[src/rtl/multich_interpolator.sv]
// multich_interpolator: multi-channel zero-order-hold / linear rate converter.
// A single shared engine computes each channel in turn: multiply, divide, add.
module multich_interpolator #(
  parameter int DATA_W  = 24,
  parameter int NUM_CH  = 2,
  parameter int FRAC_W  = 11,
  parameter int OUT_DIV = 512
) (
  input  logic                     clk,
  input  logic                     reset_n,
  input  logic                     run,
  input  logic                     mode,
  input  logic                     din_en,
  input  logic [NUM_CH*DATA_W-1:0] din,
  output logic                     dout_valid,
  output logic [NUM_CH*DATA_W-1:0] dout,
  output logic                     busy,
  output logic                     overrun
);

  localparam int QW  = DATA_W + FRAC_W + 1;
  localparam int PW  = DATA_W + FRAC_W + 2;
  localparam int BW  = NUM_CH * DATA_W;
  localparam int TW  = OUT_DIV > 1 ? $clog2(OUT_DIV) : 1;
  localparam int CW  = NUM_CH > 1 ? $clog2(NUM_CH) : 1;
  localparam int DCW = $clog2(QW);

  typedef enum logic [2:0] {
    IDLE, LATCH, MULT, DIV, ADD, DONE
  } state_t;

  state_t state, state_nx;

  logic [BW-1:0]     d0, d1, s_d0, s_d1, res;
  logic [FRAC_W-1:0] cnt, p, s_a, s_p, rem;
  logic [1:0]        vcnt;
  logic [TW-1:0]     tcnt;
  logic              tick, s_byp, neg, qbit;
  logic [CW-1:0]     ch;
  logic [DCW-1:0]    dcnt;
  logic [QW-1:0]     nq, pmag;
  logic [FRAC_W:0]   rsh;
  logic [DATA_W-1:0] c_d0, c_d1, qlo;
  logic signed [DATA_W:0] diff;
  logic signed [PW-1:0]   prod;

  assign tick = run && (tcnt == TW'(OUT_DIV - 1));
  assign busy = (state != IDLE);

  always_ff @(posedge clk) begin
    if (!reset_n || !run) begin
      tcnt <= '0;
    end else if (tick) begin
      tcnt <= '0;
    end else begin
      tcnt <= tcnt + 1'b1;
    end
  end

  // input side: sample history, period measurement, valid count
  always_ff @(posedge clk) begin
    if (!reset_n) begin
      d0   <= '0;
      d1   <= '0;
      cnt  <= '0;
      p    <= '0;
      vcnt <= '0;
    end else begin
      if (din_en) begin
        d1 <= d0;
        d0 <= din;
      end
      if (!run) begin
        cnt  <= '0;
        vcnt <= '0;
      end else if (din_en) begin
        cnt <= '0;
        p   <= cnt;
        if (vcnt != 2'd2) vcnt <= vcnt + 2'd1;
      end else if (cnt != '1) begin
        cnt <= cnt + 1'b1;
      end
    end
  end

  assign c_d0 = s_d0[ch*DATA_W +: DATA_W];
  assign c_d1 = s_d1[ch*DATA_W +: DATA_W];
  assign diff = $signed({c_d0[DATA_W-1], c_d0})
              - $signed({c_d1[DATA_W-1], c_d1});
  assign prod = $signed({{(FRAC_W+1){diff[DATA_W]}}, diff})
              * $signed({{(DATA_W+1){1'b0}}, s_a});
  assign pmag = QW'(prod[PW-1] ? -prod : prod);

  // restoring divider: numerator bits shift out of nq, quotient bits in
  assign rsh  = {rem, nq[QW-1]};
  assign qbit = (rsh >= {1'b0, s_p});
  assign qlo  = DATA_W'(neg ? -nq : nq);

  always_ff @(posedge clk) begin
    if (!reset_n) begin
      state <= IDLE;
    end else begin
      state <= state_nx;
    end
  end

  always_comb begin
    state_nx = state;
    unique case (state)
      IDLE:    if (tick) state_nx = LATCH;
      LATCH:   state_nx = MULT;
      MULT:    state_nx = DIV;
      DIV:     if (dcnt == DCW'(QW - 1)) state_nx = ADD;
      ADD:     state_nx = (ch == CW'(NUM_CH - 1)) ? DONE : MULT;
      DONE:    state_nx = IDLE;
      default: state_nx = IDLE;
    endcase
  end

  always_ff @(posedge clk) begin
    if (!reset_n) begin
      s_d0       <= '0;
      s_d1       <= '0;
      s_a        <= '0;
      s_p        <= '0;
      s_byp      <= 1'b0;
      ch         <= '0;
      dcnt       <= '0;
      nq         <= '0;
      rem        <= '0;
      neg        <= 1'b0;
      res        <= '0;
      dout       <= '0;
      dout_valid <= 1'b0;
      overrun    <= 1'b0;
    end else begin
      dout_valid <= 1'b0;
      if (!run) begin
        overrun <= 1'b0;
      end else if (tick && state != IDLE) begin
        overrun <= 1'b1;
      end
      unique case (state)
        IDLE: begin
          if (tick) begin
            s_d0  <= d0;
            s_d1  <= d1;
            s_p   <= p;
            s_a   <= (cnt < p) ? cnt : p;
            s_byp <= !mode || (p == '0) || (vcnt != 2'd2);
            ch    <= '0;
          end
        end
        MULT: begin
          nq   <= pmag;
          neg  <= prod[PW-1];
          rem  <= '0;
          dcnt <= '0;
        end
        DIV: begin
          nq   <= {nq[QW-2:0], qbit};
          rem  <= qbit ? FRAC_W'(rsh - {1'b0, s_p})
                       : rsh[FRAC_W-1:0];
          dcnt <= dcnt + 1'b1;
        end
        ADD: begin
          res[ch*DATA_W +: DATA_W] <= s_byp ? c_d0 : c_d1 + qlo;
          ch <= ch + 1'b1;
        end
        DONE: begin
          dout       <= res;
          dout_valid <= 1'b1;
        end
        default: ;
      endcase
    end
  end

endmodule

[config.mk]
export PLATFORM = sky130hd
export DESIGN_NAME = multich_interpolator
export DESIGN_NICKNAME = d
export VERILOG_FILES = /design/src/rtl/multich_interpolator.sv
export SDC_FILE = /design/constraint.sdc
export NUM_CORES = 2
export LEC_CHECK = 0
export ABC_AREA = 1
export CAP_MARGIN = 20
export CORE_ASPECT_RATIO = 0.8
export CORE_UTILIZATION = 55
export DETAILED_ROUTE_END_ITERATION = 16
export PLACE_DENSITY = 0.73
export SLEW_MARGIN = 0
export SYNTH_ARGS = -nofsm -noshare
export SYNTH_HDL_FRONTEND = slang
export SYNTH_SLANG_ARGS = --single-unit
export TNS_END_PERCENT = 10
[constraint.sdc]
create_clock -name clk -period 10.79 [get_ports clk]
set_input_delay 2.6975 -clock clk [delete_from_list [all_inputs] [get_ports clk]]
set_output_delay 2.6975 -clock clk [all_outputs]
set_load 0.01 [all_outputs]
==> results_dict.tcl <==
set metrics [dict create \
    fin_tns_setup_ns 0 \
    fin_util 0.613 \
    htreeDepth 2 \
    die-area_um2 57200 \
    synthXorXnorAreaFrac 0.0236 \
    setup_violations 0 \
    min_period_ns 9.44 \
    path_clk_slew_ns 0.07 \
    cts_root_buf "clkbuf_16" \
    drc_errors 0 \
    start_util 0.559 \
    crit_arrival_ns 9.87 \
    hold_path.class "reg2reg" \
    cpPeakStageDelay_ns 0.83 \
    path_class "reg2reg" \
    synth-compound-area-share 0.145 \
    grt_pass1_wl_mm 139 \
    cp_slowest_cell "o21ai_0" \
    grt_max_degree 115 \
    fmax_ghz 0.106 \
    synth_fp_nets 4851 \
    vias 28016 \
    power_uw 3170 \
    synthesis.yosys.warnings 0 \
    ios 104 \
    drt-initial-drc-count 2789 \
    cts_setup_buffers 0 \
    synth-seq-area-share 0.261 \
    wire_per_inst_um 16.8 \
    worstMarginPinSlew_ns 1.15 \
    netlist_area_um2 31000 \
    max_cap_viol_count 0 \
    rsz0062_at_grt "false" \
    place.gp.congestion 1.00 \
    synth_top_family_by_area "simple AND/OR/NAND/NOR gates" \
    synthTopCellsByArea "dfxtp_1 (26%), fa_1 (16%), nand2_1 (9.8%), inv_1 (9.3%), o21ai_0 (7.0%)" \
    layout-drive-gt1-share 0.0558 \
    synth_edf_count 0 \
    cts_made_buffers 42 \
    dp_hpwl_mm 68.3 \
    nNetsFinal 4852 \
    grt_pass1_vias 25490 \
    antenna_found_initial 1 \
    end_kind "flip-flop" \
    muxShareOfSynthArea 0 \
    rows 77 \
    ir_drop_uv 110 \
    worst_path_most_repeated_cell "fa_1" \
    routed_wl_mm 87.0 \
    grt.total_usage 0.304 \
    synth_top_area_cell "dfxtp_1" \
    critPathMaxFanout 36 \
    cts_tree "done" \
    num_antenna_cells 0 \
    fillers 5198 \
    yosysTopAreaCellShare 0.261 \
    post-place-ws_ns 1.62 \
    synth_fa_ha_area_frac 0.221 \
    syn_area_per_cell_um2 7.04 \
    synth_cell_types 54 \
    hold_slack_ns 0.445 \
    first_pass_iters 8 \
    ys.flop_type "dfxtp_1" \
    die_y_um 214 \
    overflow 0 \
    slew_violations 0 \
    status "complete, no violations" \
    worst_setup_path_start_kind "flip-flop" \
    async_flop_share 0 \
    clkLatencyLatePin_ns 0.58 \
    p_leak_uw 0.0162 \
    holdBufCountCts 0 \
    ys_seq_elements 404 \
    synth-simple-area-share 0.230 \
    fin_crit_sh 0.875 \
    viasPerCell 5.41 \
    final.setup_skew_ns 0.0283 \
    synthToLayoutAreaGrowth_pct 9.64 \
    cts-resized-gates 0 \
    syn-instance-count 4398 \
    crit_required_ns 11.23 \
    cts_sinks 404 \
    powerDensity_nw_per_um2 93.4 \
    die_w_um 267 \
    layout_setup_ws_ns 1.35 \
    maxSlewHeadroom 0.223 \
    portBuffers 103 \
    final_antenna_net_count 0 \
    cts_buffer_depth 3 \
    core_um2 55400 \
    finalHoldViolCount 0 \
]
==> critical path: cells and delay by family (launching register included) <==
| kind | cells | cell delay, ns |
|---|---|---|
| adders and majority gates | 7 | 3.81 |
| and+or+nand+nor | 11 | 1.66 |
| AOI/OAI and AO/OA | 8 | 2.26 |
| buffers and inverters | 8 | 1.08 |
| DFF | 1 | 0.44 |
==> final timing paths <==
kind / startpoint / endpoint / slack (ns) / depth (start not counted)
worst max-delay path: ch$_SDFFE_PN0P_ / nq[2]$_SDFFE_PN0P_ / 1.35 / 34
worst min-delay path: dout[28]$_SDFFE_PN0P_ / dout[28]$_SDFFE_PN0P_ / 0.45 / 2
worst min register to register: dout[28]$_SDFFE_PN0P_ / dout[28]$_SDFFE_PN0P_ / 0.45 / 2
worst max register to register: ch$_SDFFE_PN0P_ / nq[2]$_SDFFE_PN0P_ / 1.35 / 34
==> routing by layer <==
layer | routed length [um] | part of all wire | global-route usage
met3 | 8430 | 0.097 | 0.0745
met5 | 0 | 0 | 0
met4 | 1420 | 0.016 | 0.0607
met1 | 41500 | 0.48 | 0.469
met2 | 35600 | 0.41 | 0.425
==> cells in the mapped netlist, types with 6 or more instances <==
cell type,count
buf_1,6
nand3_1,172
nand2_2,30
xnor2_1,26
o22ai_1,23
o21ai_1,13
or2_2,37
clkbuf_1,157
o21bai_1,9
a211oi_1,6
inv_2,24
nor2_4,12
a31oi_1,27
clkinv_1,9
fa_1,245
inv_1,765
nand3_2,12
nor3_1,25
nor2_2,7
ha_1,155
nor2_1,543
nand4_1,29
dfxtp_1,404
xor2_1,48
o211ai_1,10
o21ai_0,436
a21oi_1,291
o21a_1,8
nand2_1,805
==> stage by stage <==
stage	area (um^2)	instances
after global placement	32500	5105
final	33900	5180
after CTS	33900	5180
after global routing	33900	5180
after floorplan	31000	4398
after detailed placement	32500	5105
==> layout by cell type, fill, tap and decap left out, types with 23 or more instances in the layout <==
cell type and count:
o22ai_1 23, nor3_1 25, clkbuf_16 43, fa_1 245
xnor2_1 26, nand4_1 29, a21oi_1 291, dfxtp_1 403
a31oi_1 27, o21ai_0 436, buf_4 27, nor2_1 541
nand2_2 30, inv_1 763, inv_2 24, xor2_1 48
ha_1 155, nand3_1 171, clkdlybuf4s50_1 101, nand2_1 805
or2_2 37
==> layout make-up <==
| cell class | instances | area [um^2] | share of cell area |
|---|---|---|---|
| clock buffers | 59 | 1230 | 0.0361 |
| repair buffers | 131 | 1250 | 0.0368 |
| clock inverters | 16 | 223 | 0.00656 |
| multi-input cells | 3022 | 19200 | 0.566 |
| inverters | 798 | 3000 | 0.0884 |
| flip-flops and latches | 404 | 8090 | 0.238 |
| well taps | 750 | 938 | 0.0276 |
==> state kept, by name, summed over array words and instances (netlist names), 2 cells and up <==
register  flops
rem          11
cnt          11
p            11
s_a          11
s_d1         48
vcnt          2
dcnt          6
s_p          11
d0           48
s_d0         48
state         3
dout         48
tcnt          9
res          48
nq           36
d1           48
==> report_power, final <==
part / switching, uW / internal (uW) / leakage, uW / total (uW)
Sequential: 21.2 / 1520 / 0.00328 / 1540
Clock: 619 / 898 / 0.000712 / 1520
Combinational: 71.5 / 42.6 / 0.0122 / 114
Total: 712 / 2460 / 0.0162 / 3170
==> logic make-up after synthesis <==
group | Yosys count
compound gates | 848
xor+xnor | 79
simple gates | 1695
buf+inv | 972
fa+ha+maj | 400
flops | 404
(Power assumes the default switching activity.)
